**src/rtl/hilo_commit_unit_pkg.sv**
```systemverilog
// -----------------------------------------------------------------------------
// hilo_commit_unit_pkg
//   Shared definitions for the HI/LO commit unit: the HI/LO write-op encoding
//   (matching the ALU control defines) and the default register width.
// -----------------------------------------------------------------------------
package hilo_commit_unit_pkg;

    // Width of HI and of LO; the ALU result feeding the unit is twice this.
    localparam int HILO_DW = 32;

    // HI/LO write operation carried alongside the EX-stage instruction.
    typedef enum logic [1:0] {
        HILO_OP_NONE = 2'd0,  // no HI/LO write
        HILO_OP_MTHI = 2'd1,  // HI <= wdata[DW-1:0]
        HILO_OP_MTLO = 2'd2,  // LO <= wdata[DW-1:0]
        HILO_OP_WR64 = 2'd3   // {HI,LO} <= wdata (mult/div)
    } hilo_op_e;

endpackage : hilo_commit_unit_pkg

```
**src/rtl/hilo_pending_slot.sv**
```systemverilog
// -----------------------------------------------------------------------------
// hilo_pending_slot
//   One-entry MEM-stage holding register for an in-flight HI/LO write, plus the
//   merge mux that overlays the pending write onto the architectural value so
//   the EX stage always sees the youngest HI/LO.
//
// Ports
//   clk        in   clock
//   rst        in   asynchronous active-low reset
//   flush      in   invalidate the slot (highest priority)
//   hold       in   keep the slot contents unchanged
//   load_valid in   valid bit loaded when neither flush nor hold
//   load_op    in   op loaded alongside load_valid
//   load_data  in   2*DW data loaded alongside load_valid
//   arch_hi    in   committed HI
//   arch_lo    in   committed LO
//   slot_valid out  slot occupied
//   slot_op    out  op held in the slot
//   slot_data  out  data held in the slot
//   fwd        out  {HI,LO} with the pending write overlaid
// -----------------------------------------------------------------------------
module hilo_pending_slot
    import hilo_commit_unit_pkg::*;
#(
    parameter int DW = HILO_DW
) (
    input  logic            clk,
    input  logic            rst,
    input  logic            flush,
    input  logic            hold,
    input  logic            load_valid,
    input  hilo_op_e        load_op,
    input  logic [2*DW-1:0] load_data,
    input  logic [DW-1:0]   arch_hi,
    input  logic [DW-1:0]   arch_lo,
    output logic            slot_valid,
    output hilo_op_e        slot_op,
    output logic [2*DW-1:0] slot_data,
    output logic [2*DW-1:0] fwd
);

    // NOTE: sequential state is written with <= only, so every register in this
    // block samples the pre-edge values regardless of statement order.
    always_ff @(posedge clk or negedge rst) begin
        if (!rst) begin
            slot_valid <= 1'b0;
            slot_op    <= HILO_OP_NONE;
            // NOTE: the payload does not strictly need a reset (it is qualified by
            // slot_valid), but it is tiny and a known value keeps fwd clean.
            slot_data  <= '0;
        end else if (flush) begin
            slot_valid <= 1'b0;
        end else if (!hold) begin
            slot_valid <= load_valid;
            slot_op    <= load_op;
            slot_data  <= load_data;
        end
    end

    // Overlay: MTHI/MTLO carry their value in the low half of the data word.
    logic [DW-1:0] fwd_hi;
    logic [DW-1:0] fwd_lo;

    always_comb begin
        // NOTE: defaults first so every path assigns both halves; no latch.
        fwd_hi = arch_hi;
        fwd_lo = arch_lo;
        if (slot_valid) begin
            case (slot_op)
                HILO_OP_MTHI: fwd_hi = slot_data[DW-1:0];
                HILO_OP_MTLO: fwd_lo = slot_data[DW-1:0];
                HILO_OP_WR64: begin
                    fwd_hi = slot_data[2*DW-1:DW];
                    fwd_lo = slot_data[DW-1:0];
                end
                default: ;
            endcase
        end
    end

    assign fwd = {fwd_hi, fwd_lo};

endmodule : hilo_pending_slot

```
**src/rtl/hilo_commit_unit.sv**
```systemverilog
// -----------------------------------------------------------------------------
// hilo_commit_unit
//   HI/LO architectural register unit behind the EX-stage ALU. A HI/LO writer
//   leaving EX is parked in a one-entry MEM slot and commits to HI/LO only when
//   it leaves MEM unflushed. The slot is forwarded to EX so MFHI/MFLO directly
//   behind a writer reads the new value.
//
// Ports
//   clk        in   clock
//   rst        in   asynchronous active-low reset
//   ex_valid   in   EX instruction valid
//   ex_hilo_op in   HI/LO op of the EX instruction (hilo_op_e encoding)
//   ex_wdata   in   ALU result, 2*DW
//   ex_stall   in   EX held; no capture
//   ex_flush   in   kill the EX instruction
//   mem_stall  in   MEM held; slot and arch registers hold
//   mem_flush  in   kill the slot and the EX request
//   hilo_fwd   out  {HI,LO} as seen by EX
//   hi_arch    out  committed HI
//   lo_arch    out  committed LO
//   pend_valid out  slot occupied
// -----------------------------------------------------------------------------
module hilo_commit_unit
    import hilo_commit_unit_pkg::*;
#(
    parameter int DW = HILO_DW
) (
    input  logic            clk,
    input  logic            rst,
    input  logic            ex_valid,
    input  logic [1:0]      ex_hilo_op,
    input  logic [2*DW-1:0] ex_wdata,
    input  logic            ex_stall,
    input  logic            ex_flush,
    input  logic            mem_stall,
    input  logic            mem_flush,
    output logic [2*DW-1:0] hilo_fwd,
    output logic [DW-1:0]   hi_arch,
    output logic [DW-1:0]   lo_arch,
    output logic            pend_valid
);

    hilo_op_e        ex_op;
    logic            ex_adv;
    logic            commit;
    hilo_op_e        slot_op;
    logic [2*DW-1:0] slot_data;

    assign ex_op = hilo_op_e'(ex_hilo_op);

    // An EX writer moves into MEM only when both stages advance cleanly.
    assign ex_adv = ex_valid && (ex_op != HILO_OP_NONE) && !ex_stall && !ex_flush
                    && !mem_stall && !mem_flush;

    // The slot's instruction leaves MEM this edge and was not killed.
    assign commit = pend_valid && !mem_stall && !mem_flush;

    hilo_pending_slot #(.DW(DW)) u_slot (
        .clk        (clk),
        .rst        (rst),
        .flush      (mem_flush),
        .hold       (mem_stall),
        .load_valid (ex_adv),
        .load_op    (ex_op),
        .load_data  (ex_wdata),
        .arch_hi    (hi_arch),
        .arch_lo    (lo_arch),
        .slot_valid (pend_valid),
        .slot_op    (slot_op),
        .slot_data  (slot_data),
        .fwd        (hilo_fwd)
    );

    always_ff @(posedge clk or negedge rst) begin
        if (!rst) begin
            hi_arch <= '0;
            lo_arch <= '0;
        end else if (commit) begin
            case (slot_op)
                HILO_OP_MTHI: hi_arch <= slot_data[DW-1:0];
                HILO_OP_MTLO: lo_arch <= slot_data[DW-1:0];
                HILO_OP_WR64: begin
                    hi_arch <= slot_data[2*DW-1:DW];
                    lo_arch <= slot_data[DW-1:0];
                end
                default: ;
            endcase
        end
    end

endmodule : hilo_commit_unit

```
**config.mk**
```make
export PLATFORM = sky130hd
export DESIGN_NAME = hilo_commit_unit
export DESIGN_NICKNAME = d
export VERILOG_FILES = /design/src/rtl/hilo_commit_unit_pkg.sv /design/src/rtl/hilo_pending_slot.sv /design/src/rtl/hilo_commit_unit.sv
export SDC_FILE = /design/constraint.sdc
export NUM_CORES = 1
export LEC_CHECK = 0
export ABC_AREA = 0
export BUFFER_PORTS_ARGS = -buffer_cell sky130_fd_sc_hd__clkbuf_2
export CAP_MARGIN = 20
export CORE_MARGIN = 1
export CORE_UTILIZATION = 40
export DETAILED_ROUTE_END_ITERATION = 16
export PLACE_DENSITY = 0.77
export SLEW_MARGIN = 20
export SYNTH_ARGS = -nofsm -noshare
export SYNTH_HDL_FRONTEND = slang
export SYNTH_SLANG_ARGS = --single-unit
```
**constraint.sdc**
```tcl
create_clock -name clk -period 1.3 [get_ports clk]
set_input_delay 0.26 -clock clk [delete_from_list [all_inputs] [get_ports clk]]
set_output_delay 0.26 -clock clk [all_outputs]
set_load 0.005 [all_outputs]
```
Word level (Yosys, flattened, before mapping)
Index checks and enable logic that the tools add are counted.
W data, S select, Z words.
- word-level logic and storage cells: 31
- output and inout port bits: 129
- bits in registers: 131
- mux-type cells: 6
- bitwise gates (word level): 2
- reduce and logical (&&, ||, !) cells: 14
- equality and inequality tests: 4
- operator list (operator ; count):
    $mux W32 ; 3
    $pmux W32 S2 ; 1
    $logic_and A1 B1 Y1 ; 7
    $eq A2 B2 Y1 const B ; 2
    $logic_not A1 Y1 ; 4
    $eq A2 B1 Y1 const B ; 1
    $mux W1 ; 2
    $ne A2 B1 Y1 const B ; 1
    $not A1 Y1 ; 2
    $reduce_and A2 Y1 ; 1
    $reduce_bool A2 Y1 ; 1
    $reduce_or A2 Y1 ; 1

Longest topological paths before layout
- depth in word-level cells: 8
- gate-level depth with buffers: 5

Modules after synthesis
From an unflattened synthesis, not the netlist that was laid out.
- cell total of the unflattened synthesis: 469
- area, all modules: 6972.9 sq um
- modules (own cells, without submodules) (module ; cells each ; area each (sq um) ; instances):
    hilo_pending_slot ; 292 ; 3827.4 ; 1
    hilo_commit_unit ; 177 ; 3145.5 ; 1

Least setup slack after synthesis
No wires, ideal clock.
- kind: reg-to-output
- start point: reg u_slot.slot_valid
- end point: out hilo_fwd[10]
- setup slack: -0.171 ns
- cell stages (with the launch flop): 5
- arrival: 1.211 ns
- path through: dfrtp_1 -> buf_6 -> nand2_1 -> buf_2 -> mux2_2
- word-level cells in the longest chain between the ends: 1
- ends and longest elaborated chain (element ; line ; RTL):
    start, declared ; hilo_pending_slot.sv:36 ; output logic slot_valid,
    start signal, assigned ; hilo_pending_slot.sv:54 ; slot_valid <= load_valid;
    $mux W32 ; hilo_pending_slot.sv:68 ; if (slot_valid) begin
    end, declared ; hilo_commit_unit.sv:37 ; output logic [2*DW-1:0] hilo_fwd,
No other way between the ends.

Worst setup path in the final report
- start point: reg u_slot.slot_op[1]
- end point: out hilo_fwd[33]
- word-level cells in the longest chain between the ends: 3
- elaborated cells between the ends (all ways): 4
- classes of those cells: 2 x eq/ne; 2 x mux
- ends and longest elaborated chain (element ; line ; RTL):
    start, declared ; hilo_pending_slot.sv:37 ; output hilo_op_e slot_op,
    start signal, assigned ; hilo_pending_slot.sv:55 ; slot_op <= load_op;
    $eq A2 B2 Y1 or $eq A2 B1 Y1 (tied branches) ; hilo_pending_slot.sv:69 ; case (slot_op)
    $pmux W32 S2 * ; hilo_pending_slot.sv:69 ;
    $mux W32 * ; hilo_pending_slot.sv:68 ;
Mark *: on every way between the ends. The rest lies on a longest branch, timed or not.

==> metrics.md <==
| Metric | Value |
|---|---|
| Outcome | finished, violations left |
| Failing checks | negative setup slack |
| Worst-path fanout max | 11 |
| WP data required | around 1000 ps |
| Synth warnings | 0 |
| LEAKAGE | ~4.5 nW |
| Hold WS | 66.6 ps |
| Achievable frequency | ~520 MHz |
| Routed wire length | about 18,000 µm |
| Pwr/cell area | roughly 1400 mW/mm² |
| EDFF count, synth | 0 |
| Maxcap violations | 0 |
| I/O pin cnt | ~200 |
| Fin worst setup slack | -636 ps |
| Fillers | ~1,200 |
| Design area | around 0.0092 mm² |
| FF-to-FF Start | u_slot.slot_op[1]$_DFFE_PN0P_ |
| CP Buf/Inv Count | 3 |
| Fin crit share | 149% |
| Vias per cell | slightly below 5 |
| GPL Wtd Cong | ~0.76 |
| Hold Path Depth | 2 |
| CP max stage delay | ~480 ps |
| Setup crit start | u_slot.slot_op[1]$_DFFE_PN0P_ |
| Core area | 0.0153 mm² |
| Worst slew margin | about 73% |
| Worst clock skew | about 7.7 ps |
| First-pass GRT wire length | 26,700 µm |
| Die width | around 130 µm |
| Async SR Flop Fraction | 100% |
| Clock buffer depth | 2 |
| CTS tree | done |
| Vias in the first global route | between 4,000 and 5,000 |
| Slew Viols, Final | 0 |
| TritonCTS Sinks | ~130 |
| H-Tree Depth | 4 |
| Buffers on Ports | 201 |
| Crit path time final | just under 2000 ps |
| Total clock buffers created by CTS | 17 |
| DP HPWL | roughly 11,000 µm |
| Sequential area share after synthesis | 52.4% |
| Die Area | between 0.015 and 0.02 mm² |
| Largest net degree at the start of global routing | 49 |
| All-layer global routing usage | 22.2% |
| ANT cells | 0 |
| Initial Util | approximately 40% |
| Final hold vios | 0 |
| Vias | approximately 4,600 |
| Grt total ovfl | 0 |
| Nets@finish | between 700 and 800 |
| Share of layout cells above drive strength 1 | between 60% and 70% |
| Row count | 45 |
| Worst path depth | 5 |
| Area Overhead vs Synth | 47.2% |
| Crit-path leading delay family | flip-flops |
| Wire per inst | 18.9 µm |
| Yosys cell types | 19 |
| Worst-path clk slew | roughly 60 ps |
| Cell Area, Placed | 0.00784 mm² |
| WS Path Type | flip-flop to output pin |
| Actual slew at the worst max-slew pin | ~400 ps |
| Crit end category | output pin |
| Final setup fails | 129 |
| Detail Route Antenna Nets | 0 |
| DRC violations left | 0 |
| TritonRoute pass-1 iters | 4 |
| Post-synthesis sequential element count | around 130 |
| Initial antenna violation count | 0 |
| Starting DRT DRC Count | ~170 |
| Worst EP arrival | roughly 1700 ps |
| Primary FF master, synth | dfrtp_1 |
| Synth Net Count | between 500 and 600 |
| Crit-path slowest cell | dfrtp_2 |
| Cells after Synth | between 400 and 500 |
| Area of the mapped netlist | ~0.0063 mm² |
| Clock root cell | clkbuf_16 |
| Worst R2R Path Depth | 5 |
| RSZ-0062 raised after global routing | true |
| Clock Latency Late Sink | approximately 420 ps |
| CP Launch Type | flip-flop |
| Crit-path cells | buf_12 -> mux2i_2 -> buf_4 -> a21oi_2 -> clkbuf_2 |
| Worst hold start | ex_wdata[7] |
| Die Y | 127 µm |
| R2R setup slack | -360 ps |
| HP Class | primary input to flip-flop |
| Syn_area_per_cell | around 13 µm² |
| Worst ir drop on vdd | roughly 0.00094 V |
==> repair_timing <==
| action | CTS | global route |
|---|---|---|
| buffers inserted | 6 | 13 |
| pin swaps | 3 | 6 |
| endpoints found under the hold margin | 20 | 0 |
| gates cloned | 7 | 3 |
| hold buffers | 1 | 0 |
| setup endpoints to repair | 129 | 129 |
| gates resized for setup | 65 | 51 |
==> power by group <==
group / switching (mW) / total (mW) / internal (mW)
combinational: 1.19 / 2.88 / 1.69
sequential: 0.562 / 5.19 / 4.63
clock: 1.90 / 4.93 / 3.03
==> cells in the final DEF, fill, tap and decap left out, drive strengths merged <==
master and n:
bufinv 3, and4bb 2, nor2 2, mux2 130, nand2 1, clkbuf 213
clkinv 7, dlygate4sd3 1, clkinvlp 3, nand3b 1, inv 34, mux2i 64
or3b 1, and2 1, buf 65, a21oi 64, o41ai 1, dfrtp 131
==> per-layer routing <==
| layer | vias to the layer above | global-route usage [%] | wire (µm) |
|---|---|---|---|
| met1 | 2354 | 26.3 | 7340 |
| met3 | 19 | 5.53 | 775 |
| met5 | - | 0 | 0 |
| met4 | 0 | 7.98 | 299 |
| met2 | 137 | 39.2 | 9290 |
| li1 | 2138 | - | - |
==> synthesized netlist by cell type, types with 2 or more instances <==
master / number / area, µm²
buf_6: 5 / 56.3
mux2_2: 100 / 1130
inv_1: 32 / 120
buf_12: 3 / 60.1
clkbuf_1: 7 / 26.3
dfrtp_1: 131 / 3280
mux2_4: 30 / 450
buf_4: 6 / 45.0
a21oi_1: 64 / 320
nor2_1: 2 / 7.51
buf_2: 13 / 65.1
mux2i_1: 64 / 641
==> final cells by class <==
| class | count | area (µm²) | share of cell area, % |
|---|---|---|---|
| clock buffers | 17 | 425 | 4.62 |
| clock inverters | 15 | 184 | 2.00 |
| inverters | 32 | 120 | 1.30 |
| multi-input cells | 267 | 3080 | 33.5 |
| flip-flops and latches | 131 | 3280 | 35.6 |
| well taps | 211 | 264 | 2.87 |
| repair buffers | 262 | 1850 | 20.1 |
==> logic make-up (layout without fill, tap and decap cells) <==
logic type      count (synthesis)  count (layout)  synth area share [%]
mux                           194             194                  35.4
compound gates                 65              65                  5.26
simple gates                    8               8                 0.940
flops                         131             131                  52.4
buf+inv                        66             326                  5.96
==> state kept, by name, indices dropped and copies added (netlist names) <==
register / cells
u_slot.slot_data: 64
lo_arch: 32
u_slot.slot_valid: 1
hi_arch: 32
u_slot.slot_op: 2
==> path summary, 6_finish.rpt <==
path,endpoint
worst max-delay path,hilo_fwd[33]
worst min-delay path,u_slot.slot_data[7]$_DFFE_PN0P_
worst max register to register,lo_arch[23]$_DFFE_PN0P_
worst min register to register,u_slot.slot_data[36]$_DFFE_PN0P_
max in group asynchronous,u_slot.slot_data[5]$_DFFE_PN0P_
min in group asynchronous,u_slot.slot_data[7]$_DFFE_PN0P_
==> metrics by stage <==
stage | total power [mW] | util [%] | cells | setup WS, ps | TNS [ps]
finish | 13.0 | 60.4 | 935 | -636 | -56940
global route | 13.6 | 60.4 | 935 | -690 | -63530
CTS | 12.9 | 58.7 | 926 | -659 | -54050
detailed placement | 7.63 | 51.4 | 880 | -260 | -23510
global placement | 7.51 | 51.4 | 880 | -231 | -19360
floorplan | 6.39 | - | 464 | -86.4 | -5380
==> worst register-to-register path, stage by stage (launching register included) <==
cell and delay [ps]:
dfrtp_2 480, buf_12 150, and4bb_4 350, buf_6 130
buf_12 130, mux2_4 310
No activity file was read; power rests on OpenSTA's default activity.
